File: src/rtl/hdmi_rd_burst_ctrl.sv
// hdmi_rd_burst_ctrl: issues frame-buffer read bursts into a downstream pixel
// FIFO. It tracks FIFO occupancy and pixels remaining in the frame, restarts
// on every vsync rising edge, and flags FIFO underflow.
// Optional feature: define HDMI_RD_UNDERFLOW_CNT_EN to build the saturating
// 16-bit underflow event counter. Without it, O_Underflow_Cnt is tied to 0.
module hdmi_rd_burst_ctrl #(
  parameter int IMAGE_WIDTH = 1280,
  parameter int IMAGE_HIGH  = 1024,
  parameter int BURST_LEN   = 64,
  parameter int FIFO_DEPTH  = 512,
  parameter int FRAME_BASE  = 0,
  parameter int ADDR_W      = 28
) (
  input  logic                         Pixl_CLK,
  input  logic                         Rst_n,
  input  logic                         I_VGA_Sync,
  input  logic                         I_Pixel_Active,
  output logic                         O_Fifo_Flush,
  output logic                         O_Rd_Req,
  output logic [ADDR_W-1:0]            O_Rd_Addr,
  output logic [$clog2(BURST_LEN):0]   O_Rd_Len,
  input  logic                         I_Rd_Ack,
  input  logic                         I_Rd_Done,
  output logic                         O_Underflow,
  output logic [15:0]                  O_Underflow_Cnt
);

  localparam int LEN_W = $clog2(BURST_LEN) + 1;
  localparam int OCC_W = $clog2(FIFO_DEPTH) + 1;
  localparam int TOTAL = IMAGE_WIDTH * IMAGE_HIGH;
  localparam int REM_W = $clog2(TOTAL + 1);

  localparam logic [ADDR_W-1:0] BASE_A   = ADDR_W'(FRAME_BASE);
  localparam logic [REM_W-1:0]  TOTAL_R  = REM_W'(TOTAL);
  localparam logic [LEN_W-1:0]  BURST_L  = LEN_W'(BURST_LEN);
  localparam logic [OCC_W:0]    BURST_X  = (OCC_W + 1)'(BURST_LEN);
  localparam logic [OCC_W:0]    DEPTH_X  = (OCC_W + 1)'(FIFO_DEPTH);

  typedef enum logic [2:0] {
    IDLE  = 3'd0,
    FLUSH = 3'd1,
    CHECK = 3'd2,
    REQ   = 3'd3,
    WAIT  = 3'd4
  } state_t;

  state_t             state_q, state_d;
  logic [1:0]         flush_cnt_q, flush_cnt_d;
  logic [ADDR_W-1:0]  addr_q, addr_d;
  logic [LEN_W-1:0]   len_q, len_d;
  logic [REM_W-1:0]   rem_q, rem_d;
  logic [OCC_W-1:0]   occ_q, occ_d;
  logic               pend_q, pend_d;
  logic               vs_q, vs_d;
  logic               uf_q, uf_d;

  logic               vs_edge;
  logic               ack_fire;
  logic               uf_evt;
  logic [OCC_W-1:0]   occ_tmp;

  // Next-state, burst bookkeeping and occupancy accounting
  always_comb begin
    state_d     = state_q;
    flush_cnt_d = flush_cnt_q;
    addr_d      = addr_q;
    len_d       = len_q;
    rem_d       = rem_q;
    pend_d      = pend_q;
    uf_d        = uf_q;
    vs_d        = I_VGA_Sync;
    vs_edge     = I_VGA_Sync & ~vs_q;
    ack_fire    = (state_q == REQ) & I_Rd_Ack;
    uf_evt      = 1'b0;
    occ_tmp     = occ_q;
    occ_d       = occ_q;

    case (state_q)
      IDLE: begin
        if (vs_edge) begin
          state_d     = FLUSH;
          flush_cnt_d = 2'd0;
        end
      end
      FLUSH: begin
        flush_cnt_d = flush_cnt_q + 2'd1;
        addr_d      = BASE_A;
        rem_d       = TOTAL_R;
        pend_d      = 1'b0;
        if (flush_cnt_q == 2'd3) state_d = CHECK;
      end
      CHECK: begin
        if (vs_edge) begin
          state_d     = FLUSH;
          flush_cnt_d = 2'd0;
        end else if (rem_q == '0) begin
          state_d = IDLE;
        end else if (({1'b0, occ_q} + BURST_X) <= DEPTH_X) begin
          state_d = REQ;
          // Last burst of the frame may be shorter than BURST_LEN
          if (int'(rem_q) < BURST_LEN) len_d = LEN_W'(rem_q);
          else                         len_d = BURST_L;
        end
      end
      REQ: begin
        if (vs_edge) pend_d = 1'b1;
        if (I_Rd_Ack) begin
          rem_d   = rem_q - REM_W'(len_q);
          addr_d  = addr_q + ADDR_W'({len_q, 1'b0});
          state_d = WAIT;
        end
      end
      WAIT: begin
        if (vs_edge) pend_d = 1'b1;
        // A pending frame restart waits for the in-flight burst to land
        if (I_Rd_Done) begin
          if (pend_q || vs_edge) begin
            state_d     = FLUSH;
            flush_cnt_d = 2'd0;
          end else begin
            state_d = CHECK;
          end
        end
      end
      default: state_d = IDLE;
    endcase

    // Occupancy: credit the accepted burst first so a coincident pop nets len-1
    if (state_q == FLUSH) begin
      occ_d = '0;
      uf_d  = 1'b0;
    end else begin
      if (ack_fire) occ_tmp = occ_q + OCC_W'(len_q);
      occ_d = occ_tmp;
      if (I_Pixel_Active) begin
        if (occ_tmp != '0) begin
          occ_d = occ_tmp - 1'b1;
        end else begin
          uf_evt = 1'b1;
          uf_d   = 1'b1;
        end
      end
    end
  end

  // Control and bookkeeping registers with asynchronous reset
  always_ff @(posedge Pixl_CLK or negedge Rst_n) begin
    if (!Rst_n) begin
      state_q     <= IDLE;
      flush_cnt_q <= 2'd0;
      addr_q      <= BASE_A;
      len_q       <= '0;
      rem_q       <= '0;
      occ_q       <= '0;
      pend_q      <= 1'b0;
      vs_q        <= 1'b0;
      uf_q        <= 1'b0;
    end else begin
      state_q     <= state_d;
      flush_cnt_q <= flush_cnt_d;
      addr_q      <= addr_d;
      len_q       <= len_d;
      rem_q       <= rem_d;
      occ_q       <= occ_d;
      pend_q      <= pend_d;
      vs_q        <= vs_d;
      uf_q        <= uf_d;
    end
  end

`ifdef HDMI_RD_UNDERFLOW_CNT_EN
  logic [15:0] uf_cnt_q, uf_cnt_d;

  // Saturating underflow event count, cleared only by reset
  always_comb begin
    uf_cnt_d = uf_cnt_q;
    if (uf_evt && (uf_cnt_q != 16'hFFFF)) uf_cnt_d = uf_cnt_q + 16'd1;
  end

  // Underflow counter register
  always_ff @(posedge Pixl_CLK or negedge Rst_n) begin
    if (!Rst_n) uf_cnt_q <= 16'd0;
    else        uf_cnt_q <= uf_cnt_d;
  end

  assign O_Underflow_Cnt = uf_cnt_q;
`else
  assign O_Underflow_Cnt = 16'd0;
`endif

  // Request and flush decode straight from the state register so reset
  // removes them without waiting for a clock edge
  assign O_Rd_Req     = (state_q == REQ);
  assign O_Fifo_Flush = (state_q == FLUSH);
  assign O_Rd_Addr    = addr_q;
  assign O_Rd_Len     = len_q;
  assign O_Underflow  = uf_q;

endmodule

File: config.mk
export PLATFORM = sky130hd
export DESIGN_NAME = hdmi_rd_burst_ctrl
export DESIGN_NICKNAME = d
export VERILOG_FILES = /design/src/rtl/hdmi_rd_burst_ctrl.sv
export SDC_FILE = /design/constraint.sdc
export NUM_CORES = 1
export LEC_CHECK = 0
export BUFFER_PORTS_ARGS = -buffer_cell sky130_fd_sc_hd__buf_2
export CAP_MARGIN = 20
export CORE_AREA = 2 2 107 109
export CTS_BUF_LIST = sky130_fd_sc_hd__clkbuf_4
export DETAILED_ROUTE_END_ITERATION = 8
export DIE_AREA = 0 0 109 111
export REMOVE_ABC_BUFFERS = 1
export SLEW_MARGIN = 20
export SYNTH_ARGS = -nofsm -noshare
export SYNTH_HDL_FRONTEND = slang
export SYNTH_SLANG_ARGS = --single-unit
File: constraint.sdc
create_clock -name Pixl_CLK -period 3.5 [get_ports Pixl_CLK]
set_clock_uncertainty 0.2 [all_clocks]
set_input_delay 0.175 -clock Pixl_CLK [delete_from_list [all_inputs] [get_ports Pixl_CLK]]
set_output_delay 0.175 -clock Pixl_CLK [all_outputs]
set_load 0.1 [all_outputs]
==> flow_metrics.env <==
export IMPL_syn_inst=537
export IMPL_cts_clk_slew_worst_paths_ps=120
export IMPL_die_h_um=111
export IMPL_fin_ws_ps=284
export IMPL_drc=0
export IMPL_initial_core_util=0.433
export IMPL_dp_slack_ps=204
export IMPL_routed_wl_um=11800
export IMPL_setup_viol=0
export IMPL_core_mm2=0.0111
export IMPL_total_leakage_power_uw=0.00250
export IMPL_rr_startpoint="O_Rd_Len[1]$_DFFE_PN0P_"
export IMPL_worst_pin_slew_ps=971
export IMPL_fin_nets=625
export IMPL_ys_warn_count=0
export IMPL_crit_path_cell_trace="ha_1 > a211oi_1 > o21ai_0 > a21o_1 > a211oi_1 > nand4_1 > o21ai_1 > mux2_2"
export IMPL_synthDistinctLibCells=66
export IMPL_ys_flop_type="dfrtp_1"
export IMPL_die_width_um=109
export IMPL_postSynthAreaPerCell_um2=8.94
export IMPL_portBuffers=42
export IMPL_crit_fanout=7
export IMPL_final_cells=739
export IMPL_status="completed"
export IMPL_final_util=0.483
export IMPL_netlist_area_mm2=0.00480
export IMPL_cp_top_family="compound AO/OA/AOI/OAI gates"
export IMPL_worstSetupEndpointType="flip-flop"
export IMPL_cts_setup_buffers=0
export IMPL_rsz0062_at_grt="no"
export IMPL_fp_dieArea_mm2=0.0121
export IMPL_final_hold_viol_count=0
export IMPL_clock_latency_ps=440
export IMPL_fp_row_count=39
export IMPL_area_growth_pct=11.5
export IMPL_ios=60
export IMPL_synth_seq_cells=73
export IMPL_cp_startpoint="O_Rd_Len[1]$_DFFE_PN0P_"
export IMPL_dpl_cell_count=719
export IMPL_grt_pass1_wl_um=19800
export IMPL_worstHoldStart="I_VGA_Sync"
export IMPL_cp_start_kind="flip-flop"
export IMPL_worstPathArrival_ps=3350
export IMPL_drv_slew=0
export IMPL_antenna_found_initial=0
export IMPL_ant_nets=0
export IMPL_period_minus_slack_ps=3220
export IMPL_crit_buf_inv=0
export IMPL_required_ps=3640
export IMPL_crit_top_cell="a211oi_1"
export IMPL_cts_tree="yes"
export IMPL_layout_drive_gt1_share=0.154
export IMPL_cts_root_buf="clkbuf_4"
export IMPL_grt_max_degree=74
export IMPL_drt_iter0_drc=256
export IMPL_critPathSlowestCell="dfrtp_1"
export IMPL_max_clock_freq_ghz=0.311
export IMPL_place_hpwl_um=8140
export IMPL_insertedDiodeCount=0
export IMPL_grt_pass1_vias=3889
export IMPL_p_per_area_mw_per_mm2=652
export IMPL_peakVddDrop_uv=490
export IMPL_vias=4106
export IMPL_vias_per_cell=5.56
export IMPL_cts_sinks=73
export IMPL_slew_headroom=0.353
export IMPL_synth_edf_count=0
export IMPL_grt_usage=0.207
export IMPL_crit_type="reg2reg"
export IMPL_maxCapViolCount=0
export IMPL_period_share=0.919
export IMPL_n_fill_cell=1079
export IMPL_holdCritPathClass="in2reg"
export IMPL_grt_overflow=0
export IMPL_wire_per_inst_um=15.9
export IMPL_cts_buffer_depth=2
export IMPL_gp_congestion=0.801
export IMPL_htreeDepth=3
export IMPL_synth_async_reset_ratio=1.00
export IMPL_numCtsBuffers=9
export IMPL_crit_path_max_incr_delay_ps=500
export IMPL_synth_seq_area_share=0.381
export IMPL_dr_pass1_iters=5
export IMPL_timing_hold_ws_ps=184
per-stage QoR:
| step | instance area, µm² | setup TNS [ps] | total power (µW) |
|---|---|---|---|
| floorplan | 4630 | -666 | 2430 |
| global placement | 5180 | 0 | 2920 |
| detailed placement | 5180 | 0 | 2970 |
| CTS | 5350 | 0 | 3510 |
| global route | 5360 | 0 | 3780 |
| finish | 5360 | 0 | 3490 |
layout make-up:
cell class                      instances  area, µm²  share of cell area
Clock inverter                          5       47.5             0.00888
Tap cell                              143        179              0.0334
Multi-Input combinational cell        419       2730               0.510
Clock buffer                           10       75.1              0.0140
Inverter                               22       82.6              0.0154
Timing Repair Buffer                   67        413              0.0771
Sequential cell                        73       1830               0.341
cell usage in the layout (no fill, tap or decap), types with 3 or more instances in the layout:
cell type	Yosys	layout
o21a_1	3	3
nand2b_1	9	9
nor2_1	35	35
fa_1	3	3
buf_4	18	21
or4_1	9	9
o21ai_1	4	4
nor2b_1	4	4
mux2i_1	13	13
ha_1	24	24
a21oi_1	35	35
o211ai_1	3	3
o41ai_1	3	3
and3_1	10	10
dlygate4sd3_1	0	5
a22o_1	4	4
a21o_1	10	10
o21bai_1	5	5
or2_2	5	5
a211oi_1	9	9
nor4_1	9	9
dfrtp_1	73	73
conb_1	1	17
xnor2_1	22	22
and2_1	4	4
buf_2	3	41
o31ai_1	9	9
xor2_1	4	4
clkbuf_4	0	10
nand4_1	5	5
or3_1	7	7
inv_1	21	21
nor3b_1	6	6
a31oi_1	3	3
nand2_1	58	58
nand3_1	9	9
nor3_1	14	14
o21ai_0	31	31
a2111oi_0	4	3
synth_stat cells (2+ instances only):
cell,n,area share
dfrtp_1,73,0.38
nand2_1,58,0.045
a21oi_1,35,0.036
nor2_1,35,0.027
o21ai_0,31,0.032
ha_1,24,0.063
xnor2_1,22,0.040
inv_1,21,0.016
buf_4,18,0.028
nor3_1,14,0.015
mux2i_1,13,0.027
clkbuf_1,12,0.0094
a21o_1,10,0.016
and3_1,10,0.013
a211oi_1,9,0.014
nand2b_1,9,0.012
nand3_1,9,0.0094
nor4_1,9,0.012
o31ai_1,9,0.014
or4_1,9,0.014
or3_1,7,0.0091
nor3b_1,6,0.0094
nand4_1,5,0.0065
o21bai_1,5,0.0078
or2_2,5,0.0065
a2111oi_0,4,0.0073
a22o_1,4,0.0073
and2_1,4,0.0052
buf_1,4,0.0031
nor2b_1,4,0.0052
o21ai_1,4,0.0042
xor2_1,4,0.0073
a31oi_1,3,0.0039
buf_2,3,0.0031
fa_1,3,0.013
o211ai_1,3,0.0047
o21a_1,3,0.0047
o41ai_1,3,0.0055
a21boi_0,2,0.0031
a41oi_1,2,0.0036
o21ba_2,2,0.0042
o221ai_1,2,0.0036
o22ai_1,2,0.0026
timing repair:
| action | CTS | global route |
|---|---|---|
| hold buffers | 5 | 0 |
| endpoints found under the hold margin | 83 | 0 |
| endpoints found under the setup margin | 0 | 4 |
| gates resized for setup | 0 | 2 |
final timing paths:
path | endpoint | slack [ps] | cells after the start
min in group asynchronous | O_Rd_Addr[2]$_DFFE_PN0P_ | 200 | 2
min reg2reg | O_Underflow$_DFFE_PN0P_ | 300 | 1
max in group asynchronous | occ_q[7]$_DFF_PN0_ | 2250 | 2
max | occ_q[1]$_DFF_PN0_ | 280 | 8
max reg2reg | occ_q[1]$_DFF_PN0_ | 280 | 8
min | vs_q$_DFF_PN0_ | 180 | 2
worst register-to-register path, cell delays in order (launching register included):
cell      delay (ps)
dfrtp_1          500
ha_1             330
a211oi_1         370
o21ai_0          260
a21o_1           220
a211oi_1         430
nand4_1          180
o21ai_1          250
mux2_2           370
power breakdown:
group	total, µW	internal [µW]	switching (µW)
registers	1160	984	174
clock network	527	215	312
logic	1800	607	1200
cells by family (layout without fill, tap and decap cells):
family                   Yosys count  after routing  synth area share
AND/OR/NAND/NOR                  196            196             0.215
AO/OA/AOI/OAI                    139            139             0.187
flip-flops                        73             73             0.381
buffers and inverters             61            104            0.0644
adder cells (fa/ha/maj)           27             27            0.0751
XOR/XNOR                          26             26            0.0474
multiplexers                      14             14            0.0294
other                              1             17          0.000781
state kept, by name (all words and copies together) (netlist names):
name         cells
O_Rd_Addr       27
O_Rd_Len         7
O_Underflow      1
flush_cnt_q      2
occ_q           10
pend_q           1
rem_q           21
state_q          3
vs_q             1
routing by layer:
layer  wire length (µm)  share of wire  up-vias  track usage
met5                  0              0        -            0
met4                169          0.014        0       0.0573
met3                522          0.044       12       0.0523
met2               5540           0.47       85        0.312
met1               5530           0.47     1991        0.295
li1                   -              -     2018            -
Note: power is estimated with default switching activity, not from simulation.
